## config.mk

```make
export PLATFORM = sky130hd
export DESIGN_NAME = display_update_scheduler_flat
export DESIGN_NICKNAME = d
export VERILOG_FILES = /design/src/rtl/display_update_scheduler_pkg.sv /design/src/rtl/display_update_scheduler_if.sv /design/src/rtl/display_update_scheduler_update_slot.sv /design/src/rtl/display_update_scheduler.sv /design/src/flat_wrapper.sv
export SDC_FILE = /design/constraint.sdc
export NUM_CORES = 1
export LEC_CHECK = 0
export CORE_MARGIN = 8
export CORE_UTILIZATION = 55
export CTS_BUF_LIST = sky130_fd_sc_hd__clkbuf_4
export DETAILED_ROUTE_END_ITERATION = 10
export HOLD_SLACK_MARGIN = 0.1
export PLACE_DENSITY = 0.88
export SLEW_MARGIN = 20
export SYNTH_ARGS = -nofsm -noshare
export SYNTH_HDL_FRONTEND = slang
export SYNTH_SLANG_ARGS = --single-unit
```

## constraint.sdc

```tcl
create_clock -name clk -period 7.3 [get_ports clk]
set_input_delay 1.46 -clock clk [delete_from_list [all_inputs] [get_ports clk]]
set_output_delay 1.46 -clock clk [all_outputs]
set_load 0.02 [all_outputs]
```

## src/rtl/display_update_scheduler_pkg.sv

```systemverilog
// Shared types and widths for the frame-synchronous display update scheduler.
package display_update_scheduler_pkg;
    localparam int LOC_W            = 12;
    localparam int ORI_W            = 4;
    localparam int MOVE_W           = 12;
    localparam int STALE_FRAMES_DEF = 30;
    localparam int CNT_W_DEF        = 8;

    typedef enum logic {
        ST_ACTIVE = 1'b0,
        ST_COMMIT = 1'b1
    } state_t;
endpackage

```

## src/rtl/display_update_scheduler_if.sv

```systemverilog
// Valid/ready links from the location producer and the orientation/move producer.
interface display_update_scheduler_if;
    import display_update_scheduler_pkg::*;

    logic              loc_valid;
    logic [LOC_W-1:0]  loc_data;
    logic              loc_ready;
    logic              ori_valid;
    logic [ORI_W-1:0]  ori_data;
    logic [MOVE_W-1:0] ori_move;
    logic              ori_ready;

    modport master (output loc_valid, loc_data, ori_valid, ori_data, ori_move,
                    input  loc_ready, ori_ready);
    modport slave  (input  loc_valid, loc_data, ori_valid, ori_data, ori_move,
                    output loc_ready, ori_ready);
endinterface

```

## src/rtl/display_update_scheduler_update_slot.sv

```systemverilog
// One-entry pending register: latest accept wins, cleared when the frame commits.
module update_slot #(
    parameter int W = 12
) (
    input  logic         clk,
    input  logic         reset,
    input  logic         accept,
    input  logic         clear,
    input  logic [W-1:0] din,
    output logic [W-1:0] data,
    output logic         pending,
    output logic         overwrite
);
    logic [W-1:0] data_q, data_d;
    logic         pending_q, pending_d;

    always_comb begin
        data_d    = data_q;
        pending_d = pending_q;
        if (clear)  pending_d = 1'b0;
        if (accept) begin
            data_d    = din;
            pending_d = 1'b1;
        end
    end

    always_ff @(posedge clk) begin
        if (reset) begin
            data_q    <= '0;
            pending_q <= 1'b0;
        end else begin
            data_q    <= data_d;
            pending_q <= pending_d;
        end
    end

    assign data      = data_q;
    assign pending   = pending_q;
    assign overwrite = accept & pending_q;
endmodule

```

## src/rtl/display_update_scheduler.sv

```systemverilog
// Buffers the latest location and orientation requests and commits them together
// at vsync start so the display writer never sees a mid-frame change.
module display_update_scheduler
    import display_update_scheduler_pkg::*;
#(
    parameter int STALE_FRAMES = STALE_FRAMES_DEF,
    parameter int CNT_W        = CNT_W_DEF
) (
    input  logic                       clk,
    input  logic                       reset,
    input  logic                       vsync,
    display_update_scheduler_if.slave  req,
    output logic [LOC_W-1:0]           location,
    output logic [ORI_W-1:0]           orientation,
    output logic [MOVE_W-1:0]          move_command,
    output logic                       new_data,
    output logic                       orientation_ready,
    output logic                       stale,
    output logic [CNT_W-1:0]           drop_count
);
    state_t             state_q, state_d;
    logic               vsync_d_q;
    logic [LOC_W-1:0]   location_q, location_d;
    logic [ORI_W-1:0]   orientation_q, orientation_d;
    logic [MOVE_W-1:0]  move_q, move_d;
    logic               new_data_q, new_data_d;
    logic               ori_rdy_q, ori_rdy_d;
    logic               stale_q, stale_d;
    logic [CNT_W-1:0]   age_q, age_d;
    logic [CNT_W-1:0]   drop_q, drop_d;
    logic [CNT_W:0]     drop_sum;

    logic               vs_start, ready, commit;
    logic [LOC_W-1:0]   loc_slot;
    logic [ORI_W+MOVE_W-1:0] ori_slot;
    logic               loc_pend, ori_pend, loc_ovw, ori_ovw;

    assign vs_start      = vsync_d_q & ~vsync;
    assign ready         = (state_q == ST_ACTIVE);
    assign commit        = (state_q == ST_COMMIT);
    assign req.loc_ready = ready;
    assign req.ori_ready = ready;

    update_slot #(.W(LOC_W)) u_loc_slot (
        .clk(clk), .reset(reset), .accept(req.loc_valid & ready), .clear(commit),
        .din(req.loc_data), .data(loc_slot), .pending(loc_pend), .overwrite(loc_ovw)
    );

    update_slot #(.W(ORI_W+MOVE_W)) u_ori_slot (
        .clk(clk), .reset(reset), .accept(req.ori_valid & ready), .clear(commit),
        .din({req.ori_data, req.ori_move}), .data(ori_slot), .pending(ori_pend),
        .overwrite(ori_ovw)
    );

    always_comb begin
        state_d = state_q;
        case (state_q)
            ST_ACTIVE: if (vs_start) state_d = ST_COMMIT;
            ST_COMMIT: state_d = ST_ACTIVE;
            default:   state_d = ST_ACTIVE;
        endcase
    end

    // Both slots can overwrite in the same cycle, so the counter may step by two.
    assign drop_sum = {1'b0, drop_q} + (CNT_W+1)'({1'b0, loc_ovw} + {1'b0, ori_ovw});

    always_comb begin
        location_d    = location_q;
        orientation_d = orientation_q;
        move_d        = move_q;
        new_data_d    = new_data_q;
        ori_rdy_d     = ori_rdy_q;
        age_d         = age_q;
        stale_d       = stale_q;
        drop_d        = drop_sum[CNT_W] ? '1 : drop_sum[CNT_W-1:0];
        if (commit) begin
            if (loc_pend) begin
                location_d = loc_slot;
                new_data_d = 1'b1;
                age_d      = '0;
            end else begin
                new_data_d = 1'b0;
                if (age_q < CNT_W'(STALE_FRAMES)) age_d = age_q + 1'b1;
            end
            if (ori_pend) begin
                {orientation_d, move_d} = ori_slot;
                ori_rdy_d = 1'b1;
            end else if (loc_pend) begin
                ori_rdy_d = 1'b0;
            end
            stale_d = (age_d >= CNT_W'(STALE_FRAMES));
        end
    end

    always_ff @(posedge clk) begin
        if (reset) begin
            state_q       <= ST_ACTIVE;
            vsync_d_q     <= 1'b0;
            location_q    <= '0;
            orientation_q <= '0;
            move_q        <= '0;
            new_data_q    <= 1'b0;
            ori_rdy_q     <= 1'b0;
            stale_q       <= 1'b1;
            age_q         <= CNT_W'(STALE_FRAMES);
            drop_q        <= '0;
        end else begin
            state_q       <= state_d;
            vsync_d_q     <= vsync;
            location_q    <= location_d;
            orientation_q <= orientation_d;
            move_q        <= move_d;
            new_data_q    <= new_data_d;
            ori_rdy_q     <= ori_rdy_d;
            stale_q       <= stale_d;
            age_q         <= age_d;
            drop_q        <= drop_d;
        end
    end

    assign location          = location_q;
    assign orientation       = orientation_q;
    assign move_command      = move_q;
    assign new_data          = new_data_q;
    assign orientation_ready = ori_rdy_q;
    assign stale             = stale_q;
    assign drop_count        = drop_q;
endmodule

```

## src/flat_wrapper.sv

```systemverilog
// flat-port wrapper written by rule: the top's interface ports become plain ports
module display_update_scheduler_flat import display_update_scheduler_pkg::*;
#(
    parameter int STALE_FRAMES = STALE_FRAMES_DEF,
    parameter int CNT_W        = CNT_W_DEF
)
  (clk, reset, vsync, location, orientation, move_command, new_data, orientation_ready, stale, drop_count, req_loc_valid, req_loc_data, req_ori_valid, req_ori_data, req_ori_move, req_loc_ready, req_ori_ready);
  display_update_scheduler_if req_i ();
  input  logic clk;
  input  logic reset;
  input  logic vsync;
  output logic [LOC_W-1:0] location;
  output logic [ORI_W-1:0] orientation;
  output logic [MOVE_W-1:0] move_command;
  output logic new_data;
  output logic orientation_ready;
  output logic stale;
  output logic [CNT_W-1:0] drop_count;
  input wire logic [$bits(req_i.loc_valid)-1:0] req_loc_valid;
  input wire logic [$bits(req_i.loc_data)-1:0] req_loc_data;
  input wire logic [$bits(req_i.ori_valid)-1:0] req_ori_valid;
  input wire logic [$bits(req_i.ori_data)-1:0] req_ori_data;
  input wire logic [$bits(req_i.ori_move)-1:0] req_ori_move;
  output wire logic [$bits(req_i.loc_ready)-1:0] req_loc_ready;
  output wire logic [$bits(req_i.ori_ready)-1:0] req_ori_ready;
  assign req_i.loc_valid = req_loc_valid;
  assign req_i.loc_data = req_loc_data;
  assign req_i.ori_valid = req_ori_valid;
  assign req_i.ori_data = req_ori_data;
  assign req_i.ori_move = req_ori_move;
  assign req_loc_ready = req_i.loc_ready;
  assign req_ori_ready = req_i.ori_ready;
  display_update_scheduler #(.STALE_FRAMES(STALE_FRAMES), .CNT_W(CNT_W)) u_core (.clk(clk), .reset(reset), .vsync(vsync), .req(req_i), .location(location), .orientation(orientation), .move_command(move_command), .new_data(new_data), .orientation_ready(orientation_ready), .stale(stale), .drop_count(drop_count));
endmodule
```

Word level (Yosys, flattened, before mapping)
Cells that the tools add are included.
Widths: inputs -> output; s select.
{"block": "word_totals", "reg_bits": 79, "output_inout_bits": 41, "wordCells": 44, "input_bits": 33}
{"block": "classes", "bitwise_logic": 7, "muxes": 12, "n_lt_le_gt_ge": 2, "n_reduce_logical": 6, "addsub": 3}
{"op": "$mux 8", "n": 4}
{"op": "$add 8x9->9", "n": 1}
{"op": "$add 8x1->8 const B", "n": 1}
{"op": "$ge 8x5->1 const B", "n": 1}
{"op": "$lt 8x5->1 const B", "n": 1}
{"op": "$mux 1", "n": 7}
{"op": "$reduce_and 2->1", "n": 3}
{"op": "$reduce_bool 2->1", "n": 3}
{"op": "$and 1x1->1", "n": 5}
{"op": "$add 1x1->2", "n": 1}
{"op": "$not 1->1", "n": 2}
{"op": "$pmux 1 s2", "n": 1}

Logic depth before layout (Yosys ltp)
Gate-level depths: netlist of the first run.
{"block": "depth", "depth_word": 6, "mapped_depth": 12, "mapped_depth_nobuf": 10}

By module
A second synthesis of the first run with hierarchy kept.
{"block": "hier_totals", "cells_unflattened": 335, "hier_area_um2": 3061.7}
{"module": "display_update_scheduler", "n_inst": 1, "cells_per_inst": 234, "area_each_um2": 1953.1, "seq_area_each_um2": 980.9}
{"module": "update_slot (u_core.u_ori_slot)", "n_inst": 1, "cells_per_inst": 57, "area_each_um2": 624.3, "seq_area_each_um2": 340.3}
{"module": "update_slot (u_core.u_loc_slot)", "n_inst": 1, "cells_per_inst": 44, "area_each_um2": 484.2, "seq_area_each_um2": 260.2}

Least setup slack after synthesis of the first run
No wires, ideal clock.
{"block": "synth_timing", "path_kind": "in2reg", "from": "in req_ori_valid", "to": "reg u_core.drop_q[0] (netlist: u_core.drop_count[0])", "stages": 11, "arrival_time_ns": 3.605, "n_path_buf": 2, "path_slack_ns": 3.625, "setup_time_ns": 0.070, "required_time_ns": 7.230, "path_cell_list": "nor2b_1 > clkbuf_1 > clkbuf_1 > and2_1 > ha_1 > ha_1 > inv_1 > fa_1 > nand3b_1 > or2_1 > a21oi_1"}
{"block": "synth_between", "elab_chain_len": 5}
{"element": "start: declaration", "line_no": "flat_wrapper.sv:21", "text": "input wire logic [$bits(req_i.ori_valid)-1:0] req_ori_valid;"}
{"element": "$and 1x1->1", "line_no": "display_update_scheduler.sv:50", "text": ".clk(clk), .reset(reset), .accept(req.ori_valid & ready), .clear(commit),"}
{"element": "$and 1x1->1", "line_no": "display_update_scheduler_update_slot.sv:39", "text": "assign overwrite = accept & pending_q;"}
{"element": "$add 1x1->2", "line_no": "display_update_scheduler.sv:65", "text": "assign drop_sum = {1'b0, drop_q} + (CNT_W+1)'({1'b0, loc_ovw} + {1'b0, ori_ovw});"}
{"element": "$add 8x9->9", "line_no": "display_update_scheduler.sv:65"}
{"element": "$mux 8", "line_no": "display_update_scheduler.sv:75", "text": "drop_d = drop_sum[CNT_W] ? '1 : drop_sum[CNT_W-1:0];"}
{"element": "end signal: assignment", "line_no": "display_update_scheduler.sv:117", "text": "drop_q <= drop_d;"}
{"element": "end: declaration", "line_no": "display_update_scheduler.sv:30", "text": "logic [CNT_W-1:0] drop_q, drop_d;"}
No other way between the ends.
A chain may end at the register's enable or synchronous reset.

Worst setup path after layout of the first run
{"block": "layout_timing", "from": "in req_ori_valid", "to": "reg u_core.drop_q[1] (netlist: u_core.drop_count[1])"}
The elaborated chain is that of the path after synthesis.

==> results of run 1 <==
routing by layer:
layer  share of wire  routed length (µm)  global-route usage
met4           0.014                  97              0.0735
met5               0                   0                   0
met1            0.43                3100               0.209
met2            0.48                3470               0.292
met3           0.069                 492              0.0657
where the power goes:
part / switching, mW / internal [mW]
combinational: 0.0324 / 0.0315
clock: 0.146 / 0.0664
sequential: 0.00946 / 0.444
through the flow:
stage	util	instance area [µm²]
floorplan	-	3030
global placement	0.693	3740
detailed placement	0.693	3740
CTS	0.713	3850
global route	0.713	3850
finish	0.713	3850
worst max-delay path, stage by stage:
cell and delay (ns):
sky130_fd_sc_hd__clkdlybuf4s50_1 0.49, sky130_fd_sc_hd__nor2b_1 0.82, sky130_fd_sc_hd__and2_1 0.27, sky130_fd_sc_hd__ha_1 0.15, sky130_fd_sc_hd__ha_1 0.17, sky130_fd_sc_hd__inv_1 0.06, sky130_fd_sc_hd__fa_1 0.38, sky130_fd_sc_hd__nand3b_1 0.26
sky130_fd_sc_hd__or2_1 0.35, sky130_fd_sc_hd__a21oi_1 0.17
state kept, by name (all words and copies together) (netlist names):
signal and count:
u_core.drop_count 8, u_core.orientation_ready 1, u_core.age_q 8, u_core.u_ori_slot.data 16, u_core.commit 1, u_core.new_data 1, u_core.stale 1, u_core.vsync_d_q 1
u_core.u_loc_slot.data 12, u_core.u_loc_slot.pending 1, u_core.move_command 12, u_core.orientation 4, u_core.u_ori_slot.pending 1, u_core.location 12
final cells by class:
type | instances | area, µm² | area share
sequential | 79 | 1580 | 0.411
multi-input combinational | 257 | 1310 | 0.340
tap | 72 | 90.1 | 0.0234
timing repair buffer | 74 | 733 | 0.190
clock inverter | 7 | 40.0 | 0.0104
inverter | 8 | 30.0 | 0.00779
clock buffer | 9 | 67.6 | 0.0175
kinds of logic after synthesis:
group | synth area share
simple gates | 0.235
compound gates | 0.156
flops | 0.522
buf+inv | 0.0450
fa+ha+maj | 0.0231
xor+xnor | 0.00868
mux | 0.00992
worst min-delay path by stage:
stage / slack [ns] / from / to
finish: 0.45 / u_core.u_loc_slot.data[0]$_SDFFE_PP0N_ / u_core.location[0]$_SDFFE_PP0P_
CTS: 0.46 / u_core.u_loc_slot.data[0]$_SDFFE_PP0N_ / u_core.location[0]$_SDFFE_PP0P_
global route: 0.47 / u_core.u_ori_slot.data[12]$_SDFFE_PP0N_ / u_core.orientation[0]$_SDFFE_PP0P_
global placement: 0.44 / u_core.u_ori_slot.data[9]$_SDFFE_PP0N_ / u_core.move_command[9]$_SDFFE_PP0P_
floorplan: 0.43 / u_core.u_loc_slot.data[0]$_SDFFE_PP0N_ / u_core.location[0]$_SDFFE_PP0P_
detailed placement: 0.45 / u_core.u_ori_slot.data[9]$_SDFFE_PP0N_ / u_core.move_command[9]$_SDFFE_PP0P_
cell usage in the layout (no fill, tap or decap), types with 2 or more instances in the layout:
master	synthesis	final
sky130_fd_sc_hd__clkbuf_4	0	9
sky130_fd_sc_hd__mux2i_1	3	3
sky130_fd_sc_hd__xor2_1	3	3
sky130_fd_sc_hd__ha_1	4	4
sky130_fd_sc_hd__a41oi_1	2	2
sky130_fd_sc_hd__a21oi_1	68	68
sky130_fd_sc_hd__clkinvlp_4	0	2
sky130_fd_sc_hd__nor2_1	10	10
sky130_fd_sc_hd__nand3b_1	2	2
sky130_fd_sc_hd__nor2b_1	4	4
sky130_fd_sc_hd__and3_1	4	4
sky130_fd_sc_hd__dfxtp_1	79	79
sky130_fd_sc_hd__nand2_1	121	121
sky130_fd_sc_hd__a31oi_1	2	2
sky130_fd_sc_hd__clkdlybuf4s50_1	0	72
sky130_fd_sc_hd__o21ai_1	3	3
sky130_fd_sc_hd__and2_1	4	4
sky130_fd_sc_hd__nor3_1	3	3
sky130_fd_sc_hd__nand4_1	4	4
sky130_fd_sc_hd__clkinv_1	0	3
sky130_fd_sc_hd__inv_1	7	7
cells in the mapped netlist, types with 2 or more instances:
| cell | number | area [µm²] |
|---|---|---|
| sky130_fd_sc_hd__a21oi_1 | 68 | 340 |
| sky130_fd_sc_hd__buf_4 | 2 | 15.0 |
| sky130_fd_sc_hd__dfxtp_1 | 79 | 1580 |
| sky130_fd_sc_hd__buf_1 | 3 | 11.3 |
| sky130_fd_sc_hd__a41oi_1 | 2 | 17.5 |
| sky130_fd_sc_hd__clkbuf_1 | 17 | 63.8 |
| sky130_fd_sc_hd__nor3_1 | 3 | 15.0 |
| sky130_fd_sc_hd__ha_1 | 4 | 50.1 |
| sky130_fd_sc_hd__nand4_1 | 4 | 25.0 |
| sky130_fd_sc_hd__nand2_1 | 121 | 454 |
| sky130_fd_sc_hd__a31oi_1 | 2 | 12.5 |
| sky130_fd_sc_hd__xor2_1 | 3 | 26.3 |
| sky130_fd_sc_hd__nor2b_1 | 4 | 25.0 |
| sky130_fd_sc_hd__and3_1 | 4 | 25.0 |
| sky130_fd_sc_hd__nor2_1 | 10 | 37.5 |
| sky130_fd_sc_hd__o21ai_1 | 3 | 15.0 |
| sky130_fd_sc_hd__mux2i_1 | 3 | 30.0 |
| sky130_fd_sc_hd__inv_1 | 7 | 26.3 |
| sky130_fd_sc_hd__nand3b_1 | 2 | 15.0 |
| sky130_fd_sc_hd__and2_1 | 4 | 25.0 |
==> reports/qor.log, run 1 <==
[finish] share of layout cells above drive strength 1 0.0484
[route] DR vias 2706
[critical_path] reg2reg start u_core.commit$_SDFF_PP0_
[finish] NumNets Final 467
[job] maxcap violations 0
[logic_synthesis] FF+latch count, synth 79
[critical_path] capture point of the worst path u_core.drop_count[1]$_SDFF_PP0_
[place] Setup WS pre-CTS 2.64 ns
[place] number of cells after detailed placement 490
[power_and_ir_drop] post-layout total power 0.729 mW
[grt] global-route wire length before repair 12200 µm
[critical_path] critical setup path kind in2reg
[place] detailed-placement wirelength estimate 4940 µm
[grt] maximum number of pins on one net before global-route repair 74
[route] wire length per cell after detailed routing 14.1 µm
[critical_path] flop2flop setup slack 4.05 ns
[clock_tree] clock buffers created by TritonCTS 9
[route] antenna-violating nets left 0
[route] number of remaining DRC errors 0
[clock_tree] clk sinks 79
[clock_tree] clk buf depth 2
[critical_path] worst reg2reg path endpoint u_core.drop_count[1]$_SDFF_PP0_
[floorplan] Die Y-Extent 90.2 µm
[floorplan] count of boundary I/O pins 74
[grt] GRT Resource Usage Total 0.180
[logic_synthesis] most frequently used flop master after synthesis sky130_fd_sc_hd__dfxtp_1
[critical_path] endpoint class of the critical path flop
[floorplan] die extent in x 90.2 µm
[clock_tree] post-cts gate resize count 0
[timing] max-slew headroom at the worst pin 0.314
[clock_tree] source-to-sink clock delay at the later pin of the worst-skew pair 0.43 ns
[route] routed via count divided by cell count 5.35
[clock_tree] clock-pin slew of the registers on the worst-case setup and hold paths 0.13 ns
[grt] vias in the first global route 2610
[logic_synthesis] post-synthesis cell area 3030 µm²
[timing] achievable frequency 236 MHz
[critical_path] startpoint type of the worst setup path primary input
[worst_hold_path] worst hold path stage count 2
[logic_synthesis] cell count after synthesis 368
[timing] worst slack on hold paths 0.448 ns
[timing] fin worst setup slack 3.07 ns
[timing] transition time at the pin with the least slew margin 1.03 ns
[finish] fillcell total 457
[timing] setup clock skew after layout 0.0170 ns
[critical_path] Data required, critical path 7.65 ns
[logic_synthesis] number of flops mapped to enable cells by yosys 0
[timing] setup repair after global routing missed its margin false
[floorplan] Total Die Area 8140 µm²
[clock_tree] setup bufs post-CTS 0
[finish] layout-stage area growth over the synthesis result 27.2%
[route] detailed-route wire length 7160 µm
[clock_tree] library cell used as clock root buffer sky130_fd_sc_hd__clkbuf_4
[logic_synthesis] Synth warnings 0
[logic_synthesis] Yosys cell types 43
[power_and_ir_drop] power per standard cell area 189 nW/µm²
[logic_synthesis] sequential area share after synthesis 0.522
[critical_path] Reg2Reg Depth 9
[grt] Remaining Overflow, GRT 0
[worst_hold_path] kind of path behind the tightest hold check reg2reg
[clock_tree] total of hold buffers inserted after clock tree synthesis 0
[timing] setup violators final 0
[critical_path] arrival time at the worst endpoint 4.58 ns
[place] routability-driven placement congestion ratio 0.750
[logic_synthesis] syn nets 406
[timing] count of endpoints failing hold in the final timing report 0
[timing] Final Cycle Share 0.579
[route] number of iterations in the first detailed-routing pass 4
[grt] antenna violations before repair 0
[power_and_ir_drop] maximum ir drop on the vdd rail 0.000133 V
[place] number of buffers inserted by port buffering 73
[timing] post-layout min period 4.23 ns
[logic_synthesis] ys async rst share 0
[finish] final antenna diode count 0
[route] first-iteration detailed-routing DRC count 106
[critical_path] critical path fanouts, max 17
[finish] final standard cell count with taps included and fillers excluded 506
[clock_tree] H-tree level count 3
[clock_tree] clock tree from TritonCTS built
[floorplan] starting utilization of the core area 0.560
[power_and_ir_drop] Leak 1.44 nW
[logic_synthesis] mean cell area of the mapped netlist 8.23 µm²
[run_status] run status completed
[timing] post-route setup TNS 0 ns
[critical_path] Setup crit start req_ori_valid
[floorplan] core outline area 5410 µm²
[floorplan] Placement Rows 27
[timing] pins over their slew limit 0
Power figures use the tool's default switching activity.
==> inputs of run 2 (changes only) <==
CORE_UTILIZATION = 46   (was 55)
PLACE_DENSITY = 0.78   (was 0.88)
clock period = 3.7 ns   (was 7.3 ns; I/O delays follow)
==> run 2 against run 1 <==
Effect of this change: design area increased by 0.88%; sequential power increased by 97%; clock power increased by 100%; combinational power increased by 100%; clock skew decreased by 0.0063 ns; via count decreased by 1.3%; worst setup slack got worse by 2.2 ns; critical endpoint is now u_core.drop_count[2]$_SDFF_PP0_; largest cell class unchanged.
==> reports/qor.log, run 2 (synthesized netlist as in run 1, its figures left out) <==
[place] number of cells after detailed placement 498 [was 490]
[clock_tree] setup bufs post-CTS 0 [unchanged]
[grt] GRT Resource Usage Total 0.152 [was 0.180]
[critical_path] flop2flop setup slack 1.13 ns [was 4.05 ns]
[timing] max-slew headroom at the worst pin 0.517 [was 0.314]
[clock_tree] clock-pin slew of the registers on the worst-case setup and hold paths 0.12 ns [was 0.13 ns]
[worst_hold_path] Hold Crit Start u_core.u_ori_slot.data[0]$_SDFFE_PP0N_ [was u_core.u_loc_slot.data[0]$_SDFFE_PP0N_]
[grt] antenna violations before repair 0 [unchanged]
[floorplan] starting utilization of the core area 0.477 [was 0.560]
[clock_tree] clock buffers created by TritonCTS 9 [unchanged]
[finish] share of layout cells above drive strength 1 0.0595 [was 0.0484]
[route] wire length per cell after detailed routing 13.9 µm [was 14.1 µm]
[clock_tree] clk sinks 79 [unchanged]
[worst_hold_path] worst hold path stage count 2 [unchanged]
[timing] setup violators final 0 [unchanged]
[critical_path] reg2reg start u_core.commit$_SDFF_PP0_ [unchanged]
[critical_path] Data required, critical path 4.03 ns [was 7.65 ns]
[power_and_ir_drop] maximum ir drop on the vdd rail 0.000256 V [was 0.000133 V]
[route] routed via count divided by cell count 5.19 [was 5.35]
[critical_path] arrival time at the worst endpoint 3.16 ns [was 4.58 ns]
[timing] transition time at the pin with the least slew margin 0.724 ns [was 1.03 ns]
[floorplan] Die Y-Extent 97.1 µm [was 90.2 µm]
[worst_hold_path] kind of path behind the tightest hold check reg2reg [unchanged]
[route] number of remaining DRC errors 0 [unchanged]
[route] number of iterations in the first detailed-routing pass 4 [unchanged]
[floorplan] Total Die Area 9430 µm² [was 8140 µm²]
[floorplan] core outline area 6350 µm² [was 5410 µm²]
[finish] NumNets Final 470 [was 467]
[place] number of buffers inserted by port buffering 73 [unchanged]
[timing] setup clock skew after layout 0.0107 ns [was 0.0170 ns]
[timing] Final Cycle Share 0.764
[timing] achievable frequency 354 MHz
[power_and_ir_drop] post-layout total power 1.45 mW [was 0.729 mW]
[critical_path] critical path fanouts, max 5 [was 17]
[clock_tree] source-to-sink clock delay at the later pin of the worst-skew pair 0.41 ns [was 0.43 ns]
[clock_tree] library cell used as clock root buffer sky130_fd_sc_hd__clkbuf_4 [unchanged]
[worst_hold_path] worst hold path endpoint u_core.move_command[0]$_SDFFE_PP0P_ [was u_core.location[0]$_SDFFE_PP0P_]
[clock_tree] H-tree level count 3 [unchanged]
[clock_tree] post-cts gate resize count 0 [unchanged]
[place] Post-DP Area 3770 µm² [was 3740 µm²]
[grt] Remaining Overflow, GRT 0 [unchanged]
[critical_path] Reg2Reg Depth 10 [was 9]
[place] routability-driven placement congestion ratio 0.782 [was 0.750]
[power_and_ir_drop] Leak 1.46 nW [was 1.44 nW]
[grt] global-route wire length before repair 12100 µm [was 12200 µm]
[finish] layout-stage area growth over the synthesis result 28.3% [was 27.2%]
[finish] most common cell after layout, fill and taps aside sky130_fd_sc_hd__nand2_1 [unchanged]
[critical_path] startpoint type of the worst setup path primary input [unchanged]
[finish] final design area excluding fillers 3890 µm² [was 3850 µm²]
[critical_path] worst reg2reg path endpoint u_core.drop_count[2]$_SDFF_PP0_ [was u_core.drop_count[1]$_SDFF_PP0_]
[critical_path] critical setup path kind in2reg [unchanged]
[timing] count of endpoints failing hold in the final timing report 0 [unchanged]
[timing] setup repair after global routing missed its margin false [unchanged]
[timing] worst slack on hold paths 0.451 ns [was 0.448 ns]
[floorplan] die extent in x 97.1 µm [was 90.2 µm]
[timing] pins over their slew limit 0 [unchanged]
[route] first-iteration detailed-routing DRC count 86 [was 106]
[finish] final standard cell count with taps included and fillers excluded 514 [was 506]
[clock_tree] clock tree from TritonCTS built [unchanged]
[route] detailed-route wire length 7160 µm [unchanged]
[grt] maximum number of pins on one net before global-route repair 42 [was 74]
[route] antenna-violating nets left 0 [unchanged]
[timing] post-route setup TNS 0 ns [unchanged]
[floorplan] count of boundary I/O pins 74 [unchanged]
[job] maxcap violations 0 [unchanged]
[finish] final antenna diode count 0 [unchanged]
[run_status] run status completed [unchanged]
[grt] vias in the first global route 2560 [was 2610]
[finish] most frequent cells in the layout sky130_fd_sc_hd__nand2_1 (121), sky130_fd_sc_hd__dfxtp_1 (79), sky130_fd_sc_hd__clkdlybuf4s50_1 (72) [unchanged]
[power_and_ir_drop] power per standard cell area 374 nW/µm² [was 189 nW/µm²]
[route] DR vias 2670 [was 2706]
[clock_tree] total of hold buffers inserted after clock tree synthesis 0 [unchanged]
[timing] post-layout min period 2.83 ns
[critical_path] endpoint class of the critical path flop [unchanged]
[place] detailed-placement wirelength estimate 4970 µm [was 4940 µm]
[clock_tree] clk buf depth 2 [unchanged]
[finish] max FFs per register 16 [unchanged]
[floorplan] Placement Rows 29 [was 27]
[finish] fillcell total 576 [was 457]
==> run 2: cell count changes in the layout (fill, tap and decap cells not counted), sizes merged <==
cell	before	now
clkbuf	9	10
clkinv	5	4
buf	2	5
==> run 2: per-stage QoR <==
stage          setup WS [ns]  utilization
2_1_floorplan          0.745            -
3_3_place_gp           0.524        0.594
3_5_place_dp           0.466        0.594
4_1_cts                0.886        0.612
5_1_grt                0.739        0.612
6_report               0.874        0.612
==> run 2: final cells by class <==
type	count	area [µm²]	area share
Clock inverter	6	37.5	0.00966
Tap cell	77	96.3	0.0248
Multi-Input combinational cell	257	1310	0.337
Clock buffer	10	75.1	0.0193
Sequential cell	79	1580	0.407
Inverter	8	30.0	0.00773
Timing Repair Buffer	77	756	0.194
==> run 2: power by group <==
part / switching, mW / total [mW] / leakage [nW] / internal, mW
Sequential: 0.0169 / 0.893 / 0.643 / 0.876
Clock: 0.289 / 0.431 / 0.0598 / 0.142
Combinational: 0.0654 / 0.129 / 0.754 / 0.0638
==> run 2: critical path, stage by stage <==
cell	delay, ns
sky130_fd_sc_hd__clkdlybuf4s50_1	0.44
sky130_fd_sc_hd__nor2b_1	0.16
sky130_fd_sc_hd__and2_1	0.18
sky130_fd_sc_hd__ha_1	0.28
sky130_fd_sc_hd__ha_1	0.15
sky130_fd_sc_hd__inv_1	0.05
sky130_fd_sc_hd__fa_1	0.38
sky130_fd_sc_hd__nand3b_1	0.27
sky130_fd_sc_hd__or2_1	0.34
sky130_fd_sc_hd__a21oi_1	0.17
==> run 2: how the worst max path moves through the flow <==
stage                        from                         endpoint  slack, ns  cells after the start
global placement    req_ori_valid  u_core.drop_count[0]$_SDFF_PP0_       0.52                     10
floorplan           req_ori_valid  u_core.drop_count[0]$_SDFF_PP0_       0.74                     11
finish              req_ori_valid  u_core.drop_count[2]$_SDFF_PP0_       0.87                     10
CTS                 req_ori_valid  u_core.drop_count[0]$_SDFF_PP0_       0.89                     10
detailed placement  req_ori_valid  u_core.drop_count[1]$_SDFF_PP0_       0.47                     10
global route        req_ori_valid  u_core.drop_count[2]$_SDFF_PP0_       0.74                     10
==> run 2: metal layers <==
metal | GRT usage | wire length [µm]
met5 | 0 | 0
met4 | 0.0497 | 70
met3 | 0.0605 | 532
met2 | 0.237 | 3240
met1 | 0.186 | 3320
==> inputs of run 3 (changes only) <==
clock period = 2.5 ns   (was 3.7 ns; I/O delays follow)
==> run 3 against run 2 <==
Effect of this change: design area increased by 3.6%; die area unchanged; total power increased by 65%; sequential share of layout area is 1.4 points lower; hold slack got worse by 0.013 ns; final cell count rose by 1.2%; sequential cell count unchanged; clock power rose by 100%; clock skew rose by 0.0092 ns; critical path depth unchanged; global-route usage is 0.18 points higher; clock-buffer cell count did not move; largest power group unchanged.
==> reports/qor.log, run 3 (synthesized netlist as in run 1, its figures left out) <==
[finish] most common cell after layout, fill and taps aside sky130_fd_sc_hd__nand2_1 [unchanged]
[grt] Remaining Overflow, GRT 0 [unchanged]
[critical_path] arrival time at the worst endpoint 2.78 ns [was 3.16 ns]
[place] detailed-placement wirelength estimate 5160 µm [was 4970 µm]
[finish] max FFs per register 16 [unchanged]
[timing] count of endpoints failing hold in the final timing report 0 [unchanged]
[critical_path] Data required, critical path 2.85 ns [was 4.03 ns]
[job] maxcap violations 0 [unchanged]
[clock_tree] clock buffers created by TritonCTS 9 [unchanged]
[place] number of buffers inserted by port buffering 73 [unchanged]
[power_and_ir_drop] power per standard cell area 595 nW/µm² [was 374 nW/µm²]
[critical_path] endpoint class of the critical path flop [unchanged]
[finish] fillcell total 549 [was 576]
[route] wire length per cell after detailed routing 14.1 µm [was 13.9 µm]
[route] number of remaining DRC errors 0 [unchanged]
[grt] global-route wire length before repair 12100 µm [about the same]
[floorplan] Total Die Area 9430 µm² [unchanged]
[route] DR vias 2679 [was 2670]
[timing] setup violators final 0 [unchanged]
[critical_path] critical setup path kind in2reg [unchanged]
[critical_path] capture point of the worst path u_core.drop_count[1]$_SDFF_PP0_ [was u_core.drop_count[2]$_SDFF_PP0_]
[timing] max-slew headroom at the worst pin 0.584 [was 0.517]
[clock_tree] H-tree level count 3 [unchanged]
[critical_path] cell with the most instances on the worst path sky130_fd_sc_hd__ha_4 [was sky130_fd_sc_hd__ha_1]
[route] first-iteration detailed-routing DRC count 118 [was 86]
[worst_hold_path] kind of path behind the tightest hold check in2reg [was reg2reg]
[worst_hold_path] Hold Crit Start req_ori_valid [was u_core.u_ori_slot.data[0]$_SDFFE_PP0N_]
[run_status] run status completed [unchanged]
[critical_path] CP max stage cell sky130_fd_sc_hd__clkdlybuf4s50_1 [unchanged]
[route] routed via count divided by cell count 5.15 [was 5.19]
[clock_tree] clk buf depth 2 [unchanged]
[finish] NumNets Final 476 [was 470]
[finish] most frequent cells in the layout sky130_fd_sc_hd__nand2_1 (121), sky130_fd_sc_hd__dfxtp_1 (79), sky130_fd_sc_hd__clkdlybuf4s50_1 (71) [was sky130_fd_sc_hd__nand2_1 (121), sky130_fd_sc_hd__dfxtp_1 (79), sky130_fd_sc_hd__clkdlybuf4s50_1 (72)]
[timing] pins over their slew limit 0 [unchanged]
[clock_tree] source-to-sink clock delay at the later pin of the worst-skew pair 0.43 ns [was 0.41 ns]
[clock_tree] clk sinks 79 [unchanged]
[power_and_ir_drop] maximum ir drop on the vdd rail 0.000360 V [was 0.000256 V]
[timing] worst slack on hold paths 0.439 ns [was 0.451 ns]
[floorplan] Die Y-Extent 97.1 µm [unchanged]
[floorplan] count of boundary I/O pins 74 [unchanged]
[finish] share of layout cells above drive strength 1 0.0926 [was 0.0595]
[critical_path] critical path fanouts, max 5 [unchanged]
[timing] setup clock skew after layout 0.0199 ns [was 0.0107 ns]
[place] routability-driven placement congestion ratio 0.764 [was 0.782]
[route] number of iterations in the first detailed-routing pass 4 [unchanged]
[grt] maximum number of pins on one net before global-route repair 44 [was 42]
[critical_path] reg2reg start u_core.commit$_SDFF_PP0_ [unchanged]
[clock_tree] total of hold buffers inserted after clock tree synthesis 0 [unchanged]
[clock_tree] clock-pin slew of the registers on the worst-case setup and hold paths 0.12 ns [about the same]
[grt] vias in the first global route 2596 [was 2560]
[critical_path] Reg2Reg Depth 9 [was 10]
[route] antenna-violating nets left 0 [unchanged]
[critical_path] total number of cells along the worst setup path 10 [unchanged]
[floorplan] Placement Rows 29 [unchanged]
[critical_path] startpoint type of the worst setup path primary input [unchanged]
[critical_path] Buffers & Inverters on Critical Path 2 [unchanged]
[timing] post-layout min period 2.43 ns
[critical_path] Setup crit start req_loc_valid [was req_ori_valid]
[clock_tree] library cell used as clock root buffer sky130_fd_sc_hd__clkbuf_4 [unchanged]
[grt] GRT Resource Usage Total 0.154 [was 0.152]
[timing] achievable frequency 411 MHz
[route] detailed-route wire length 7340 µm [was 7160 µm]
[critical_path] worst reg2reg path endpoint u_core.drop_count[1]$_SDFF_PP0_ [was u_core.drop_count[2]$_SDFF_PP0_]
[timing] Final Cycle Share 0.973
[floorplan] core outline area 6350 µm² [unchanged]
[timing] transition time at the pin with the least slew margin 0.624 ns [was 0.724 ns]
[critical_path] dominant delay contributor by cell family on the critical path simple AND/OR/NAND/NOR gates [unchanged]
[critical_path] list of cells traversed by the critical path clkdlybuf4s50_1, nor2b_1, and2_4, ha_4, ha_4, inv_2, fa_2, nand3b_1, or2_4, a21oi_1 [was clkdlybuf4s50_1, nor2b_1, and2_1, ha_1, ha_1, inv_1, fa_1, nand3b_1, or2_1, a21oi_1]
[clock_tree] clock tree from TritonCTS built [unchanged]
[finish] final antenna diode count 0 [unchanged]
[critical_path] delay of the slowest cell on the worst path 0.43 ns [was 0.44 ns]
[floorplan] starting utilization of the core area 0.477 [unchanged]
[grt] antenna violations before repair 0 [unchanged]
[critical_path] flop2flop setup slack 0.25 ns [was 1.13 ns]
[finish] layout-stage area growth over the synthesis result 33.0% [was 28.3%]
[power_and_ir_drop] Leak 1.52 nW [was 1.46 nW]
[floorplan] die extent in x 97.1 µm [unchanged]
[finish] share of the core filled with cells 0.634 [was 0.612]
## run 3: changes by cell type in the layout (fill, tap and decap cells not counted), sizes merged
cell	change
bufinv	+2
inv	+2
clkinv	-4
dlymetal6s2s	+1
clkdlybuf4s50	-1
buf	+6
## run 3: final cells by class
class	instances	area (µm²)	area share
clock buffer	10	75.1	0.0186
clock inverter	6	92.6	0.0230
inverter	8	30.0	0.00746
multi-input combinational	257	1350	0.335
sequential	79	1580	0.393
tap	77	96.3	0.0239
timing repair buffer	83	803	0.199
## run 3: worst min path at each step
stage,endpoint,slack [ns],cells past startpoint
floorplan,u_core.location[0]$_SDFFE_PP0P_,0.43,2
finish,u_core.u_ori_slot.pending$_SDFFE_PP0P_,0.44,3
CTS,u_core.move_command[8]$_SDFFE_PP0P_,0.45,2
detailed placement,u_core.move_command[1]$_SDFFE_PP0P_,0.45,2
global route,u_core.u_ori_slot.pending$_SDFFE_PP0P_,0.44,3
global placement,u_core.location[9]$_SDFFE_PP0P_,0.44,2
## run 3: where the power goes
| group | internal, mW | switching [mW] | leakage [nW] | total, mW |
|---|---|---|---|---|
| Sequential | 1.30 | 0.0227 | 0.643 | 1.32 |
| Clock | 0.424 | 0.447 | 0.0836 | 0.870 |
| Combinational | 0.103 | 0.104 | 0.794 | 0.207 |
## run 3: worst reg2reg max path: stages, from the launching register on
cell	delay, ns
sky130_fd_sc_hd__dfxtp_1	0.42
sky130_fd_sc_hd__nor2b_1	0.08
sky130_fd_sc_hd__and2_4	0.17
sky130_fd_sc_hd__ha_4	0.26
sky130_fd_sc_hd__ha_4	0.12
sky130_fd_sc_hd__inv_2	0.04
sky130_fd_sc_hd__fa_2	0.36
sky130_fd_sc_hd__nand3b_1	0.28
sky130_fd_sc_hd__or2_4	0.34
sky130_fd_sc_hd__a21oi_1	0.13
## run 3: repair_timing
| item | 4_1_cts | 5_1_grt |
|---|---|---|
| gates resized for setup | 0 | 5 |
| setup endpoints to repair | 0 | 7 |
| setup buffers | 0 | 1 |
## run 3: metal layers
| metal | routed length [µm] | GRT usage |
|---|---|---|
| met1 | 3270 | 0.176 |
| met2 | 3490 | 0.249 |
| met3 | 440 | 0.0526 |
| met4 | 128 | 0.0757 |
| met5 | 0 | 0 |
## run 3: metrics by stage
| step | setup TNS [ns] | instance area (µm²) | total power, mW | cells | setup WS (ns) |
|---|---|---|---|---|---|
| 6_report | 0 | 4030 | 2.40 | 520 | 0.0686 |
| 2_1_floorplan | -0.0860 | 3070 | 1.46 | 368 | -0.0152 |
| 4_1_cts | 0 | 4010 | 2.42 | 519 | 0.00661 |
| 5_1_grt | -0.00439 | 4030 | 2.50 | 520 | -0.00439 |
| 3_5_place_dp | -2.91 | 3840 | 1.55 | 503 | -0.402 |
| 3_3_place_gp | -2.20 | 3840 | 1.55 | 503 | -0.319 |
==> RTL change, RTL diff (settings of run 2) <==
Set the package constant `MOVE_W` to 14 (it was 12).
--- a/src/rtl/display_update_scheduler_pkg.sv
+++ b/src/rtl/display_update_scheduler_pkg.sv
@@ -3,5 +3,5 @@
     localparam int LOC_W            = 12;
     localparam int ORI_W            = 4;
-    localparam int MOVE_W           = 12;
+    localparam int MOVE_W           = 14;
     localparam int STALE_FRAMES_DEF = 30;
     localparam int CNT_W_DEF        = 8;
Ports: changed (resized move_command and req_ori_move); port bits go from 74 to 78. No check against the original RTL was run, so the function may have changed too.
==> RTL change against run 2 <==
Synthesized area grew 4.8%. Cell area is 5.7% higher. Sequential cell count rose by 4. Largest cell class unchanged. Clock skew grew 0.0077 ns. Maximum frequency decreased by 8.2%. Register-to-register slack worse by 0.28 ns. Clock power increased by 22%. Routed wire length is 5.4% higher. Global-route usage rose by 0.45 points. Worst setup slack worse by 0.25 ns. Count of clock-buffer cells in the layout fell by 1. Critical path depth increased by 1. Highest routed layer unchanged. Power up 10%.
==> RTL change: results (changes against run 2) <==
Synth
  • Avg Cell Area, Syn: 8.26 um2 (+0.43%)
  • Largest cells by area after synthesis: dfxtp_1 (52%), nand2_1 (15%), a21oi_1 (11%)
  • Leading cell types by count after synthesis: nand2_1 (126), dfxtp_1 (83), a21oi_1 (72)

Detailed routing
  • First-pass DRT Iterations: 6 (+2)
  • First-iteration detailed-routing DRC count: 94 (+9.3%)
  • Total vias in the final route: 2790 (+4.5%)
  • Routed wire length per instance: 14.0 um (+0.67%)

Place
  • Total half-perimeter wirelength after legalization and detailed placement: 5380 um (+8.1%)
  • Minimum setup slack after placement: 0.206 ns (-0.260 ns)
  • Number of placed cells counting well taps: 522 (+4.8%)
  • Placed cell area: 0.00397 mm2 (+5.1%)
  • Placer congestion estimate: 0.847 (+8.3%)

Global route
  • Tot GR Track Use: 15.7% (+0.45 points)
  • Vias in the first global route: 2673 (+4.4%)

Timing
  • Clock Skews: 0.0184 ns (+0.00771 ns)
  • Relative slew slack: 50.3% (-1.4 points)

Cells and area
  • Post-route insts no fill: 538 (+4.7%)
  • Flip-flop count of the largest register, all copies and words added: 18 (+2)
  • Nets: 493 (+4.9%)
  • Area growth syn-to-layout: 29.5%
  • Number of filler cells placed in the layout: 603 (+4.7%)

Min path
  • Origin of the worst min-delay path: u_core.u_ori_slot.data[6]$_SDFFE_PP0N_

Worst setup path
  • Worst-path maximum fanout: 6 (+1)

Run status
  • Result of the run: complete, no violations

Pwr
  • Cell leakage power: 1.52 nW (+4.4%)
## RTL change: changes by cell type after synthesis, sizes merged, moves of 4 or more
cell / run 2 / this run
dfxtp: 79 / 83
a21oi: 68 / 73
clkbuf: 17 / 12
nand2: 121 / 126
nor3: 4 / 8
## RTL change: power by group through the flow
stage / sequential, W / clock, W / combinational, W
floorplan: 0.000958 / 0 / 0.0000696
detailed placement: 0.000957 / 0 / 0.000136
CTS: 0.000937 / 0.000541 / 0.000137
global placement: 0.000956 / 0 / 0.000132
finish: 0.000937 / 0.000526 / 0.000135
global route: 0.000942 / 0.000573 / 0.000151
## RTL change: worst paths after layout
| path | cells after the start | slack, ns | endpoint |
|---|---|---|---|
| worst max register to register | 10 | 0.85 | u_core.drop_count[5]$_SDFF_PP0_ |
| worst max-delay path | 11 | 0.62 | u_core.drop_count[5]$_SDFF_PP0_ |
| worst min register to register | 2 | 0.45 | u_core.move_command[6]$_SDFFE_PP0P_ |
| worst min-delay path | 2 | 0.45 | u_core.move_command[6]$_SDFFE_PP0P_ |
## RTL change: kinds of logic after synthesis
group | after synthesis | synth area share (%)
AND/OR/NAND/NOR | 171 | 24.1
AO/OA/AOI/OAI | 92 | 16.6
flip-flops | 83 | 52.4
buffers and inverters | 30 | 3.94
adder cells (fa/ha/maj) | 5 | 2.21
XOR/XNOR | 2 | 0.552
multiplexers | 1 | 0.315
## RTL change: layer usage
layer	up-vias	wire length, um	track usage, %	share of wire (%)
met3	12	487	4.65	6.5
met5	-	0	0	0
met1	1279	3310	18.0	44
met4	0	145	8.50	1.9
li1	1427	-	-	-
met2	72	3600	25.6	48
## RTL change: layout make-up
class / count / area share [%]
Clock inverter: 7 / 1.80
Tap cell: 80 / 2.44
Sequential cell: 83 / 40.5
Timing Repair Buffer: 80 / 19.2
Clock buffer: 9 / 1.64
Multi-Input combinational cell: 271 / 33.7
Inverter: 8 / 0.731
## RTL change: per-stage QoR
| stage | hold slack (ns) | total power, W |
|---|---|---|
| 6_report | 0.449 | 0.00160 |
| 5_1_grt | 0.466 | 0.00167 |
| 4_1_cts | 0.444 | 0.00162 |
| 3_5_place_dp | 0.443 | 0.00109 |
| 3_3_place_gp | 0.437 | 0.00109 |
| 2_1_floorplan | 0.432 | 0.00103 |
## RTL change: worst register-to-register path, delay by kind of cell, from the launching register on
kind          cells  cell delay (ns)
simple gates      6             1.30
fa+ha+maj         3             0.83
flops             1             0.60
buf+inv           1             0.06
